$ cat config.mk
export PLATFORM = sky130hd
export DESIGN_NAME = prog_sequencer
export DESIGN_NICKNAME = d
export VERILOG_FILES = /design/src/rtl/cpu_pkg.sv /design/src/rtl/prog_sequencer_btn_edge.sv /design/src/rtl/prog_sequencer.sv
export SDC_FILE = /design/constraint.sdc
export NUM_CORES = 1
export LEC_CHECK = 0
export BUFFER_PORTS_ARGS = -buffer_cell sky130_fd_sc_hd__buf_4
export CAP_MARGIN = 20
export CORE_ASPECT_RATIO = 0.6
export CORE_MARGIN = 3
export CORE_UTILIZATION = 42
export CTS_CLUSTER_DIAMETER = 60
export CTS_CLUSTER_SIZE = 20
export DETAILED_ROUTE_END_ITERATION = 10
export PLACE_DENSITY = 0.76
export SKIP_LAST_GASP = 1
export SYNTH_ARGS = -nofsm -noshare
export SYNTH_HDL_FRONTEND = slang
export SYNTH_SLANG_ARGS = --single-unit
$ cat constraint.sdc
create_clock -name clk -period 1.55 [get_ports clk]
set_input_delay 0.0775 -clock clk [delete_from_list [all_inputs] [get_ports clk]]
set_output_delay 0.0775 -clock clk [all_outputs]
set_load 0.05 [all_outputs]
$ cat src/rtl/cpu_pkg.sv
// Shared CPU definitions: instruction width, opcodes and sequencer states.
// Latency: none (types and constants only).
// Backpressure: not applicable.
package cpu_pkg;

  localparam int INSTR_W = 12;

  localparam logic [2:0] OPC_LOAD   = 3'b000;
  localparam logic [2:0] OPC_STORE  = 3'b001;
  localparam logic [2:0] OPC_ADD    = 3'b010;
  localparam logic [2:0] OPC_SUBI   = 3'b101;
  localparam logic [2:0] OPC_BRANCH = 3'b111;

  typedef enum logic [1:0] {
    IDLE   = 2'd0,
    FETCH  = 2'd1,
    EXEC   = 2'd2,
    UPDATE = 2'd3
  } seq_state_t;

endpackage

$ cat src/rtl/prog_sequencer_btn_edge.sv
// Button conditioner: 2-flop synchronizer followed by a registered rising-edge detector.
// Latency: one-cycle pulse three clocks after the raw input rises.
// Backpressure: none; the pulse is produced regardless of consumer state.
module btn_edge (
  input  logic clk,
  input  logic rst_n,
  input  logic btn,
  output logic pulse
);

  logic sync1;
  logic sync2;
  logic sync2_d;

  always_ff @(posedge clk or negedge rst_n) begin
    if (!rst_n) begin
      sync1   <= 1'b0;
      sync2   <= 1'b0;
      sync2_d <= 1'b0;
      pulse   <= 1'b0;
    end else begin
      sync1   <= btn;
      sync2   <= sync1;
      sync2_d <= sync2;
      pulse   <= sync2 & ~sync2_d;
    end
  end

endmodule

$ cat src/rtl/prog_sequencer.sv
// Program sequencer: owns pc, instruction register, mode and exec strobe; PROG_SEQUENCER_AUTO_RUN_EN adds auto-run.
// Latency: external step = pulse -> EXEC -> IDLE; internal step = FETCH (until imem_valid) -> EXEC -> UPDATE -> IDLE.
// Backpressure: imem_req held until imem_valid; button pulses arriving while busy are dropped.
module prog_sequencer #(
  parameter int INSTR_W = cpu_pkg::INSTR_W,
  parameter int PC_W    = 4
`ifdef PROG_SEQUENCER_AUTO_RUN_EN
  ,
  parameter int RUN_DIV = 25_000_000
`endif
) (
  input  logic               clk,
  input  logic               rst_n,
  input  logic               left_button,
  input  logic               right_button,
  input  logic [INSTR_W-1:0] ext_instruction,
  input  logic [INSTR_W-1:0] imem_rdata,
  input  logic               imem_valid,
  input  logic               EQ,
  output logic               imem_req,
  output logic [PC_W-1:0]    imem_addr,
  output logic [PC_W-1:0]    pc,
  output logic [INSTR_W-1:0] instruction,
  output logic               is_external,
  output logic               exec_en,
  output logic               busy
`ifdef PROG_SEQUENCER_AUTO_RUN_EN
  ,
  output logic               running
`endif
);

  import cpu_pkg::*;

  seq_state_t state;
  seq_state_t state_nxt;

  logic            left_pulse;
  logic            right_pulse;
  logic            left_cmd;
  logic            idle;
  logic            start_ext;
  logic            start_fetch;
  logic            eq_q;
  logic            br_taken;
  logic [PC_W-1:0] pc_nxt;

  btn_edge u_left_edge (
    .clk   (clk),
    .rst_n (rst_n),
    .btn   (left_button),
    .pulse (left_pulse)
  );

  btn_edge u_right_edge (
    .clk   (clk),
    .rst_n (rst_n),
    .btn   (right_button),
    .pulse (right_pulse)
  );

  // Simultaneous presses: the mode toggle wins, the step is dropped.
  assign idle      = (state == IDLE);
  assign left_cmd  = idle & left_pulse & ~right_pulse;
  assign start_ext = left_cmd & is_external;

`ifdef PROG_SEQUENCER_AUTO_RUN_EN
  localparam int CNT_W = (RUN_DIV > 1) ? $clog2(RUN_DIV) : 1;

  logic             run_q;
  logic [CNT_W-1:0] run_cnt;
  logic             run_tick;

  assign run_tick    = run_q & idle & (run_cnt == CNT_W'(RUN_DIV - 1));
  assign start_fetch = run_tick & ~right_pulse;
  assign running     = run_q;

  always_ff @(posedge clk or negedge rst_n) begin
    if (!rst_n) begin
      run_q <= 1'b0;
    end else if (idle && right_pulse) begin
      run_q <= 1'b0;
    end else if (left_cmd && !is_external) begin
      run_q <= ~run_q;
    end
  end

  // Counts only while idle and running; holds through a step, restarts after terminal count.
  always_ff @(posedge clk or negedge rst_n) begin
    if (!rst_n) begin
      run_cnt <= '0;
    end else if (!run_q || run_tick) begin
      run_cnt <= '0;
    end else if (idle) begin
      run_cnt <= run_cnt + CNT_W'(1);
    end
  end
`else
  assign start_fetch = left_cmd & ~is_external;
`endif

  always_ff @(posedge clk or negedge rst_n) begin
    if (!rst_n) begin
      state <= IDLE;
    end else begin
      state <= state_nxt;
    end
  end

  always_comb begin
    state_nxt = state;
    case (state)
      IDLE: begin
        if (start_ext) begin
          state_nxt = EXEC;
        end else if (start_fetch) begin
          state_nxt = FETCH;
        end
      end
      FETCH:   if (imem_valid) state_nxt = EXEC;
      EXEC:    state_nxt = is_external ? IDLE : UPDATE;
      UPDATE:  state_nxt = IDLE;
      default: state_nxt = IDLE;
    endcase
  end

  always_comb begin
    imem_req = (state == FETCH);
    exec_en  = (state == EXEC);
    busy     = (state != IDLE);
  end

  assign imem_addr = pc;

  // Offset is zero-extended; the sum wraps modulo 2^PC_W.
  assign br_taken = (instruction[11:9] == OPC_BRANCH) & eq_q;
  assign pc_nxt   = pc + PC_W'(1) + (br_taken ? PC_W'(instruction[8:6]) : PC_W'(0));

  always_ff @(posedge clk or negedge rst_n) begin
    if (!rst_n) begin
      is_external <= 1'b1;
      pc          <= '0;
      instruction <= '0;
      eq_q        <= 1'b0;
    end else begin
      if (idle && right_pulse) begin
        is_external <= ~is_external;
      end
      if (start_ext) begin
        instruction <= ext_instruction;
      end else if (state == FETCH && imem_valid) begin
        instruction <= imem_rdata;
      end
      if (state == EXEC) begin
        eq_q <= EQ;
      end
      if (state == UPDATE) begin
        pc <= pc_nxt;
      end
    end
  end

endmodule

# After elaboration in Yosys (flattened, before gate mapping)
# Cells that the tools add are included.
# word_totals
register_bits	28
input_bits	30
word_cells	46
# classes
n_addsub	2
eq_ne	6
n_mux	8
bitwise	11
reduce_logical	6
# ops
cell	count
12-bit two-way mux	2
2-bit two-way mux	4
2-bit one-hot mux with 4 select lines	1
1-bit AND	7
4-bit by 1-bit adder with 4-bit output, second input constant	1
4-bit by 3-bit adder with 4-bit output	1
2-bit equality test, second input constant	2
1-bit inverter	4
2-bit nonzero test	2
3-bit equality test, second input constant	1
3-bit two-way mux	1
3-bit by 1-bit inequality test with 1-bit output, second input constant	1
2-bit by 1-bit equality test with 1-bit output, second input constant	1
1-bit logical AND	2
2-bit zero test	1
2-bit inequality test, second input constant	1
2-bit AND reduction	1

# Longest topological paths before layout
# Gate-level depths: netlist of run 1.
# depth
word_depth	7
ltp_mapped	7

# Cells and area by module
# A second synthesis of run 1 with hierarchy kept.
# hier_totals
cells_unflattened	102
area_unflattened_um2	1265.0
# modules_own_cells
mod	instances	cells_each	area_per_inst_um2	seq_area_each_um2
prog_sequencer	1	92	1037.2	501.7
btn_edge	2	5	113.9	100.1

# Worst setup path after synthesis of run 1
# Ideal clock, no wire load.
# synth_path
path_type	register to register
startpoint	reg instruction[10]
endpoint	reg pc[1], in the netlist imem_addr[1]
setup_ns	0.128
arrival_time_ns	1.884
required_ns	1.422
setup_slack_ns	-0.462
stages_incl_launch_ff	7
synth_period_minus_slack_ns	2.012
cell_sequence	dfrtp_1 -> and4_1 -> nand2_1 -> ha_1 -> inv_1 -> fa_1 -> mux2_1
# synth_via
elab_chain_len	4
# synth_rtl
element	line	text
start, declared	prog_sequencer.sv:23	output logic [INSTR_W-1:0] instruction,
start signal, assigned	prog_sequencer.sv:150	instruction <= ext_instruction;
start signal, assigned	prog_sequencer.sv:152	instruction <= imem_rdata;
3-bit equality test	prog_sequencer.sv:136	assign br_taken = (instruction[11:9] == OPC_BRANCH) & eq_q;
1-bit AND	prog_sequencer.sv:136	
3-bit two-way mux	prog_sequencer.sv:137	assign pc_nxt = pc + PC_W'(1) + (br_taken ? PC_W'(instruction[8:6]) : PC_W'(0));
4-bit by 3-bit adder with 4-bit output	prog_sequencer.sv:137	
named net pc_nxt[1]	prog_sequencer.sv:46	logic [PC_W-1:0] pc_nxt;
end signal, assigned	prog_sequencer.sv:158	pc <= pc_nxt;
end, declared	prog_sequencer.sv:22	output logic [PC_W-1:0] pc,
# The timed path passes the listed nets, and every way through them passes these cells.
# A chain may end at the register's enable or synchronous reset.

# Worst setup path after layout of run 1
# Same ends and word-level chain as after synthesis.

==> results of run 1 <==
logic make-up (layout without fill, tap and decap cells):
group           after synthesis  count (layout)  synth area share (%)
compound gates               19              19                 7.648
buf+inv                      11              71                 6.776
xor+xnor                      3               3                 2.033
simple gates                 30              30                 12.88
flops                        28              28                 54.31
fa+ha+maj                     4               4                 4.453
mux                          15              15                 11.91
layer usage:
metal,track usage (%),vias to the layer above,routed length [um],part of all wire [%]
met5,0,-,0,0
met4,4.142,0,19,0.64
met3,5.720,2,208,7.0
met2,29.26,40,1580,53
met1,18.65,490,1180,39
li1,-,486,-,-
worst max-delay path, stage by stage (launching register included):
cell and delay, ps:
dfrtp_2 370, and4_4 260, nand2_4 60, ha_4 160, inv_4 50, fa_2 440
mux2_4 280
sequential cells by signal, indices dropped and copies added (netlist names):
register	flops
eq_q	1
u_right_edge.pulse	1
u_left_edge.sync2	1
is_external	1
u_left_edge.sync1	1
u_right_edge.sync2_d	1
u_left_edge.pulse	1
instruction	12
u_left_edge.sync2_d	1
u_right_edge.sync2	1
imem_addr	4
state	2
u_right_edge.sync1	1
power groups by stage:
stage | clock network [mW] | registers [mW] | logic, mW
after floorplan | 0 | 2.01 | 1.07
after global placement | 0 | 1.25 | 2.48
after detailed placement | 0 | 1.28 | 2.54
after CTS | 0.574 | 1.28 | 2.58
after global routing | 0.608 | 1.35 | 2.79
final | 0.564 | 1.31 | 2.66
path summary, 6_finish.rpt:
kind,to,depth (start not counted),slack [ps],from
worst max-delay path,imem_addr[1],6,-170,instruction[10]
worst min-delay path,instruction[7],3,10,ext_instruction[7]
worst max register to register,imem_addr[1],6,-170,instruction[10]
worst min register to register,u_right_edge.sync2,0,360,u_right_edge.sync1
max in group asynchronous,is_external,2,1010,rst_n
min in group asynchronous,imem_addr[3],2,240,rst_n
area by class of cell:
class	count	area, sq um
multi-input cells	71	574.3
well taps	40	50.05
inverters	4	17.52
fillers	200	800.8
clock inverters	1	30.03
repair buffers	63	495.5
clock buffers	3	41.29
flip-flops and latches	28	705.7
cells in the mapped netlist, drive strengths merged, types with 2 or more instances:
cell	number
nand2	17
and2	2
xnor2	2
inv	4
nand3	2
buf	7
a21oi	2
mux2	3
o21ai	16
mux2i	12
dfrtp	27
ha	3
or2	2
nor2b	3
layout by cell type (no fill, tap or decap), drive strengths merged:
cell type     n
a21oi         2
and2          2
and4          1
buf          59
bufinv        1
clkbuf        3
dfrtp        27
dfstp         1
dlygate4sd3   4
fa            1
ha            3
inv           4
mux2          3
mux2i        12
nand2        17
nand2b        1
nand3         2
nand3b        1
nor2          1
nor2b         3
o21ai        16
o32ai         1
or2           2
xnor2         2
xor2          1
repair_timing:
item                                   CTS  global route
hold buffers                             4             0
resized for setup                        7             6
setup buffers                            0             1
endpoints found under the hold margin   30             0
setup endpoints to repair                3             3
pin swaps                                2             7
==> impl_metrics.json, run 1 <==
{
  "cts_buffers": 3,
  "gp_congestion": 0.7944,
  "finalCriticalPeriod_ps": 1719,
  "drv_cap": 0,
  "io_pins": 54,
  "grt_remaining_overflow": 0,
  "dr.pass1.iters": 4,
  "combPwrFrac_pct": 58.7,
  "grt_antenna_before_repair": 0,
  "syn_inst": 110,
  "hold_path.class": "in2reg",
  "p_switching_mw": 2.205,
  "n_antenna_cell": 0,
  "h-tree-depth": 1,
  "utilization_pct": 70.51,
  "yosysSeqAreaShare_pct": 54.31,
  "fmax_mhz": 581.8,
  "dp_cells": 201,
  "synthDistinctLibCells": 30,
  "pre_cts_slack_ps": -178.9,
  "skew_ps": 7.553,
  "rows": 14,
  "path_max_fanout": 3,
  "power_mw": 4.534,
  "async_reset_ff_share_pct": 100.0,
  "die_width_um": 77.62,
  "ir_worst_vdd_mv": 1.070,
  "clock-sinks": 28,
  "grt_usage_pct": 16.36,
  "grt_pass1_wl_um": 4871,
  "start_util_pct": 47.60,
  "syn_area_per_cell_sq_um": 11.75,
  "area_growth_pct": 48.11,
  "cp.required_ps": 1720,
  "tritoncts": "built",
  "cts.path.max_buffers": 2,
  "clockPowerShare_pct": 12.4,
  "path_class": "reg2reg",
  "p_int_mw": 2.329,
  "worstPathArrival_ps": 1890,
  "p_leak_nw": 0.9728,
  "post_drt_wl_per_cell_um": 14.23,
  "outcome": "finished, violations left",
  "hold_slack_ps": 12.43,
  "synthesis.nets": 144,
  "drt_iter0_drc": 54,
  "viasPerCell": 4.848,
  "syn_area_sq_um": 1292,
  "slew_viol_final": 0,
  "synth-seq-cells": 28,
  "stdcell_count": 210,
  "nNetsFinal": 205,
  "place_hpwl_um": 2190,
  "pwr-share-seq_pct": 28.8,
  "core_sq_um": 2715,
  "grt_max_degree": 29,
  "clk_pin_slew_ps": 100,
  "drive_gt1_share_pct": 50.59,
  "synth-edff-count": 0,
  "clock_latency_ps": 270,
  "cts_root_buf": "clkbuf_8",
  "postPlaceCellArea_sq_um": 1728,
  "synth_top_cell_by_area": "dfrtp_1",
  "slew_headroom_pct": 77.03,
  "setup-tns-final_ps": -253.8,
  "synth_top_area_share_pct": 52.27,
  "switching_share_pct": 48.62,
  "synth.area.top_cells": "dfrtp_1 (52%), mux2i_1 (9.3%), o21ai_1 (5.4%), nand2_1 (4.6%), ha_1 (2.9%)",
  "setup_violations": 3,
  "synth_flop_cell": "dfrtp_1",
  "worst_pin_slew_ps": 344.6,
  "postLayoutCellArea_sq_um": 1914,
  "die_h_um": 48.97,
  "drc": 0,
  "first_global_vias": 1041,
  "place.port_buffers": 53,
  "end_kind": "flop",
  "ant_nets": 0,
  "critPathLaunchType": "flop",
  "finalHoldViolCount": 0,
  "violations": "setup timing",
  "post-route-worst-setup-slack_ps": -168.7,
  "powerDensity_nw_per_um2": 2368,
  "period_share_pct": 110.9,
  "fp.dieArea_sq_um": 3801,
  "vias": 1018,
  "rsz0062_at_grt": "yes",
  "wirelength_um": 2989,
  "yosysWarnings": 0
}
Power figures use the tool's default switching activity.
==> run 2: changes to the inputs <==
--- a/config.mk
+++ b/config.mk
@@ -5,6 +5,7 @@
 export SDC_FILE = /design/constraint.sdc
 export NUM_CORES = 1
 export LEC_CHECK = 0
+export ABC_CLOCK_PERIOD_IN_PS = 1550
 export BUFFER_PORTS_ARGS = -buffer_cell sky130_fd_sc_hd__buf_4
 export CAP_MARGIN = 20
 export CORE_ASPECT_RATIO = 0.6
@@ -13,7 +14,7 @@
 export CTS_CLUSTER_DIAMETER = 60
 export CTS_CLUSTER_SIZE = 20
 export DETAILED_ROUTE_END_ITERATION = 10
-export PLACE_DENSITY = 0.76
+export PLACE_DENSITY = 0.74
 export SKIP_LAST_GASP = 1
 export SYNTH_ARGS = -nofsm -noshare
 export SYNTH_HDL_FRONTEND = slang
==> impl_metrics.json, run 2 (synthesis gave the netlist of run 1 again) <==
{
  "die_h_um": 48.97,
  "clock-sinks": 28,
  "vias": 1003,
  "top_register": "instruction",
  "grt_remaining_overflow": 0,
  "gp_congestion": 0.6995,
  "clk_pin_slew_ps": 100,
  "viasPerCell": 4.754,
  "cp_top_family": "adder cells",
  "hold_depth": 3,
  "grt_antenna_before_repair": 0,
  "ir_worst_vdd_mv": 1.054,
  "dr.pass1.iters": 4,
  "crit_path_end": "imem_addr[1]",
  "start_util_pct": 47.60,
  "finalCriticalPeriod_ps": 1696,
  "multiInputGateArea_sq_um": 566.8,
  "path_class": "reg2reg",
  "use_met2_pct": 23.58,
  "first_global_vias": 982,
  "critPathBufInv": 1,
  "path_max_fanout": 3,
  "place_hpwl_um": 2039,
  "tritoncts": "built",
  "skew_ps": 5.000,
  "cts_root_buf": "clkbuf_8",
  "final_common_cell": "buf_4",
  "setup_violations": 1,
  "pre_cts_slack_ps": -167.9,
  "critPathLaunchType": "flop",
  "rr_startpoint": "instruction[10]",
  "r2r_end": "imem_addr[1]",
  "outcome": "finished, violations left",
  "p_leak_nw": 0.9660,
  "drive_gt1_share_pct": 50.29,
  "fill_cells": 193,
  "grt_pass1_wl_um": 4636,
  "n_antenna_cell": 0,
  "drt_iter0_drc": 31,
  "ff2ff_setup_slack_ps": -150,
  "place.port_buffers": 53,
  "path_cells": "and4_4 > nand2_2 > ha_4 > inv_4 > fa_2 > mux2_4",
  "cts_buffers": 3,
  "final_cell_mix": "buf_4 (59), dfrtp_1 (24), nand2_1 (15)",
  "cp.required_ps": 1720,
  "hold_slack_ps": 8.207,
  "io_pins": 54,
  "post_drt_wl_per_cell_um": 13.43,
  "powerDensity_nw_per_um2": 2372,
  "worstPathArrival_ps": 1860,
  "grt_usage_pct": 15.49,
  "power_mw": 4.540,
  "rr_worst_depth": 6,
  "area_growth_pct": 48.11,
  "worst_path_max_delay_cell": "fa_2",
  "top_usage_layer": "met2",
  "ant_nets": 0,
  "drc": 0,
  "fp.dieArea_sq_um": 3801,
  "register_area_sq_um": 705.7,
  "rsz0062_at_grt": "yes",
  "fmax_mhz": 589.7,
  "drv_cap": 0,
  "met3_usage_pct": 7.749,
  "core_sq_um": 2715,
  "cts.path.max_buffers": 2,
  "cp_num_cells": 6,
  "rows": 14,
  "clock_latency_ps": 270,
  "grt_max_degree": 29,
  "wirelength_um": 2833,
  "period_share_pct": 109.4,
  "post-route-worst-setup-slack_ps": -145.8,
  "die_width_um": 77.62,
  "nNetsFinal": 206,
  "max_stage_delay_ps": 430,
  "grt.met1_usage_pct": 19.49,
  "slew_viol_final": 0,
  "end_kind": "flop",
  "h-tree-depth": 1,
  "hold_path.class": "in2reg",
  "slew_headroom_pct": 76.39,
  "finalHoldViolCount": 0,
  "worst_pin_slew_ps": 354.2,
  "crit_start": "instruction[10]",
  "violations": "setup timing",
  "largest_reg_flops": 12
}
==> run 2: cell type report <==
class	count	area share (%)
tap	40	2.614
clock buffer	3	2.157
clock inverter	1	1.569
multi-input combinational	71	29.61
timing repair buffer	64	26.27
inverter	4	0.9150
sequential	28	36.86
==> run 2: how the worst min path moves through the flow <==
stage	start	slack, ps	endpoint
4_1_cts	ext_instruction[4]	5	instruction[4]
5_1_grt	ext_instruction[4]	1	instruction[4]
2_1_floorplan	rst_n	-220	eq_q
3_3_place_gp	rst_n	10	imem_addr[3]
6_report	ext_instruction[8]	8	instruction[8]
3_5_place_dp	rst_n	10	imem_addr[3]
==> run 2: layer usage <==
layer	wire, um	vias up
li1	-	491
met1	1264	466
met2	1280	44
met3	273	2
met4	14	0
met5	0	-
==> run 2: worst register-to-register path, cell delays in order, from the launching register on <==
cell	delay, ps
dfrtp_2	370
and4_4	230
nand2_2	70
ha_4	170
inv_4	60
fa_2	430
mux2_4	270
==> run 2: power by group <==
| group | switching (mW) | internal, mW |
|---|---|---|
| sequential | 0.252 | 1.02 |
| clock | 0.229 | 0.346 |
| combinational | 1.71 | 0.988 |
| total | 2.19 | 2.35 |
==> run 2: metrics by stage <==
step | TNS (ps) | cells | area [sq um] | utilization [%]
after floorplan | -590.2 | 110 | 1303 | -
after global routing | -353.4 | 211 | 1914 | 70.51
after detailed placement | -259.4 | 201 | 1728 | 63.64
after CTS | -251.2 | 211 | 1857 | 68.39
after global placement | -148.7 | 201 | 1728 | 63.64
final | -145.8 | 211 | 1914 | 70.51
==> run 2: what timing repair did <==
action | 4_1_cts | 5_1_grt
pin swaps | 3 | 8
hold endpoints to repair | 30 | 0
hold buffers | 4 | 0
setup buffers | 2 | 0
resized for setup | 2 | 9
endpoints found under the setup margin | 3 | 3
==> run 3: changes to the inputs <==
==> constraint.sdc (replaced) <==
create_clock -name clk -period 1.55 [get_ports clk]
set_input_delay 0.0775 -clock clk [delete_from_list [all_inputs] [get_ports clk]]
set_output_delay 0.0775 -clock clk [all_outputs]
set_load 0.02 [all_outputs]
==> impl_metrics.json, run 3 (synthesis gave the netlist of run 1 again) <==
{
  "hold_slack_ps": 3.204,
  "clockPowerShare_pct": 15.5,
  "max_stage_delay_ps": 400,
  "first_global_vias": 1017,
  "drt-met1-wl_um": 1126,
  "fmax_mhz": 597.1,
  "path_class": "reg2reg",
  "pre_cts_slack_ps": -200.0,
  "switching_share_pct": 37.97,
  "h-tree-depth": 1,
  "final_common_cell": "buf_4",
  "cts.path.max_buffers": 2,
  "hold_path.class": "in2reg",
  "core_sq_um": 2715,
  "clock_latency_ps": 270,
  "finalCriticalPeriod_ps": 1675,
  "slew_headroom_pct": 76.54,
  "top_register": "instruction",
  "rows": 14,
  "top_layer": "met4",
  "critPathLaunchType": "flop",
  "utilization_pct": 69.08,
  "outcome": "finished, violations left",
  "path_cells": "and4_4 > nand2_4 > ha_4 > inv_2 > fa_1 > mux2_4",
  "place_hpwl_um": 2043,
  "post_drt_wl_per_cell_um": 12.95,
  "gp_congestion": 0.7584,
  "grt_antenna_before_repair": 0,
  "hp-start": "ext_instruction[5]",
  "clk_pin_slew_ps": 100,
  "die_h_um": 48.97,
  "dp_cells": 202,
  "grt_max_degree": 29,
  "place.port_buffers": 53,
  "violations": "setup timing",
  "slew_viol_final": 0,
  "powerDensity_nw_per_um2": 1973,
  "cts_buffers": 3,
  "rr_worst_depth": 6,
  "ff2ff_setup_slack_ps": -120,
  "grt_pass1_wl_um": 4629,
  "dr_wl_met3_um": 212,
  "finalHoldViolCount": 0,
  "dr.pass1.iters": 4,
  "nNetsFinal": 206,
  "cp.required_ps": 1710,
  "io_pins": 54,
  "rsz0062_at_grt": "yes",
  "worstPathArrival_ps": 1840,
  "vias": 994,
  "post-route-worst-setup-slack_ps": -124.7,
  "rr_startpoint": "instruction[10]",
  "p_switching_mw": 1.405,
  "grt_usage_pct": 15.20,
  "cts_root_buf": "clkbuf_8",
  "final_cell_mix": "buf_4 (60), dfrtp_1 (24), nand2_1 (15)",
  "met2_wirelength_um": 1345,
  "combPwrFrac_pct": 50.4,
  "ir_worst_vdd_mv": 0.8630,
  "worst_pin_slew_ps": 351.9,
  "drv_cap": 0,
  "ant_nets": 0,
  "drive_gt1_share_pct": 47.95,
  "die_width_um": 77.62,
  "period_share_pct": 108.0,
  "worst_path_max_delay_cell": "fa_1",
  "pwr-share-seq_pct": 34.2,
  "end_kind": "flop",
  "hold_depth": 3,
  "fp.dieArea_sq_um": 3801,
  "power_mw": 3.700,
  "viasPerCell": 4.711,
  "stdcell_count": 211,
  "drt_iter0_drc": 21,
  "min_to": "instruction[5]",
  "clock-sinks": 28,
  "r2r_end": "imem_addr[1]",
  "n_antenna_cell": 0,
  "p_int_mw": 2.295,
  "skew_ps": 4.037,
  "path_max_fanout": 3,
  "drc": 0,
  "start_util_pct": 47.60,
  "largest_reg_flops": 12,
  "wirelength_um": 2733,
  "p_leak_nw": 0.9756,
  "area_growth_pct": 45.11,
  "setup_violations": 3,
  "grt_remaining_overflow": 0,
  "tritoncts": "built"
}
-- run 3: what timing repair did --
action                                 in CTS  in global routing
hold buffers                                3                  0
buffers inserted                            2                  0
endpoints found under the hold margin      29                  0
pin swaps                                   2                  1
resized for setup                           7                  1
setup endpoints to repair                   3                  3
-- run 3: worst max-delay path, delay by kind of cell, from the launching register on --
family	cells	cell delay, ps
multiplexers	1	270
flip-flops	1	370
buffers and inverters	1	50
adder cells (fa/ha/maj)	2	560
AND/OR/NAND/NOR	2	310
-- run 3: worst max path at each step --
stage	from	to	slack [ps]
3_5_place_dp	instruction[11]	imem_addr[1]	-200
3_3_place_gp	instruction[11]	imem_addr[1]	-100
4_1_cts	instruction[11]	imem_addr[1]	-130
6_report	instruction[10]	imem_addr[1]	-120
5_1_grt	instruction[10]	imem_addr[1]	-180
2_1_floorplan	instruction[11]	imem_addr[1]	-170
-- run 3: power groups by stage --
| stage | Sequential (mW) | Clock (mW) | Combinational [mW] |
|---|---|---|---|
| global route | 1.32 | 0.603 | 2.02 |
| global placement | 1.25 | 0 | 1.75 |
| floorplan | 1.51 | 0 | 0.820 |
| finish | 1.26 | 0.572 | 1.86 |
| detailed placement | 1.27 | 0 | 1.79 |
| CTS | 1.27 | 0.579 | 1.89 |
-- run 3: cell type report --
type                            count  area (sq um)
Inverter                            4         15.01
Tap cell                           40         50.05
Fill cell                         197         839.6
Timing Repair Buffer               64         500.5
Clock buffer                        3         41.29
Sequential cell                    28         705.7
Clock inverter                      1         30.03
Multi-Input combinational cell     71         533.0
-- run 3: metrics by stage --
step | instance area [sq um] | setup TNS, ps
6_report | 1876 | -203.6
5_1_grt | 1876 | -442.8
4_1_cts | 1872 | -237.2
3_5_place_dp | 1729 | -369.7
3_3_place_gp | 1729 | -95.85
2_1_floorplan | 1296 | -214.7
-- run 3: metal layers --
layer,track usage [%],up-vias
li1,-,490
met1,18.31,456
met2,26.28,42
met3,5.535,6
met4,2.959,0
met5,0,-
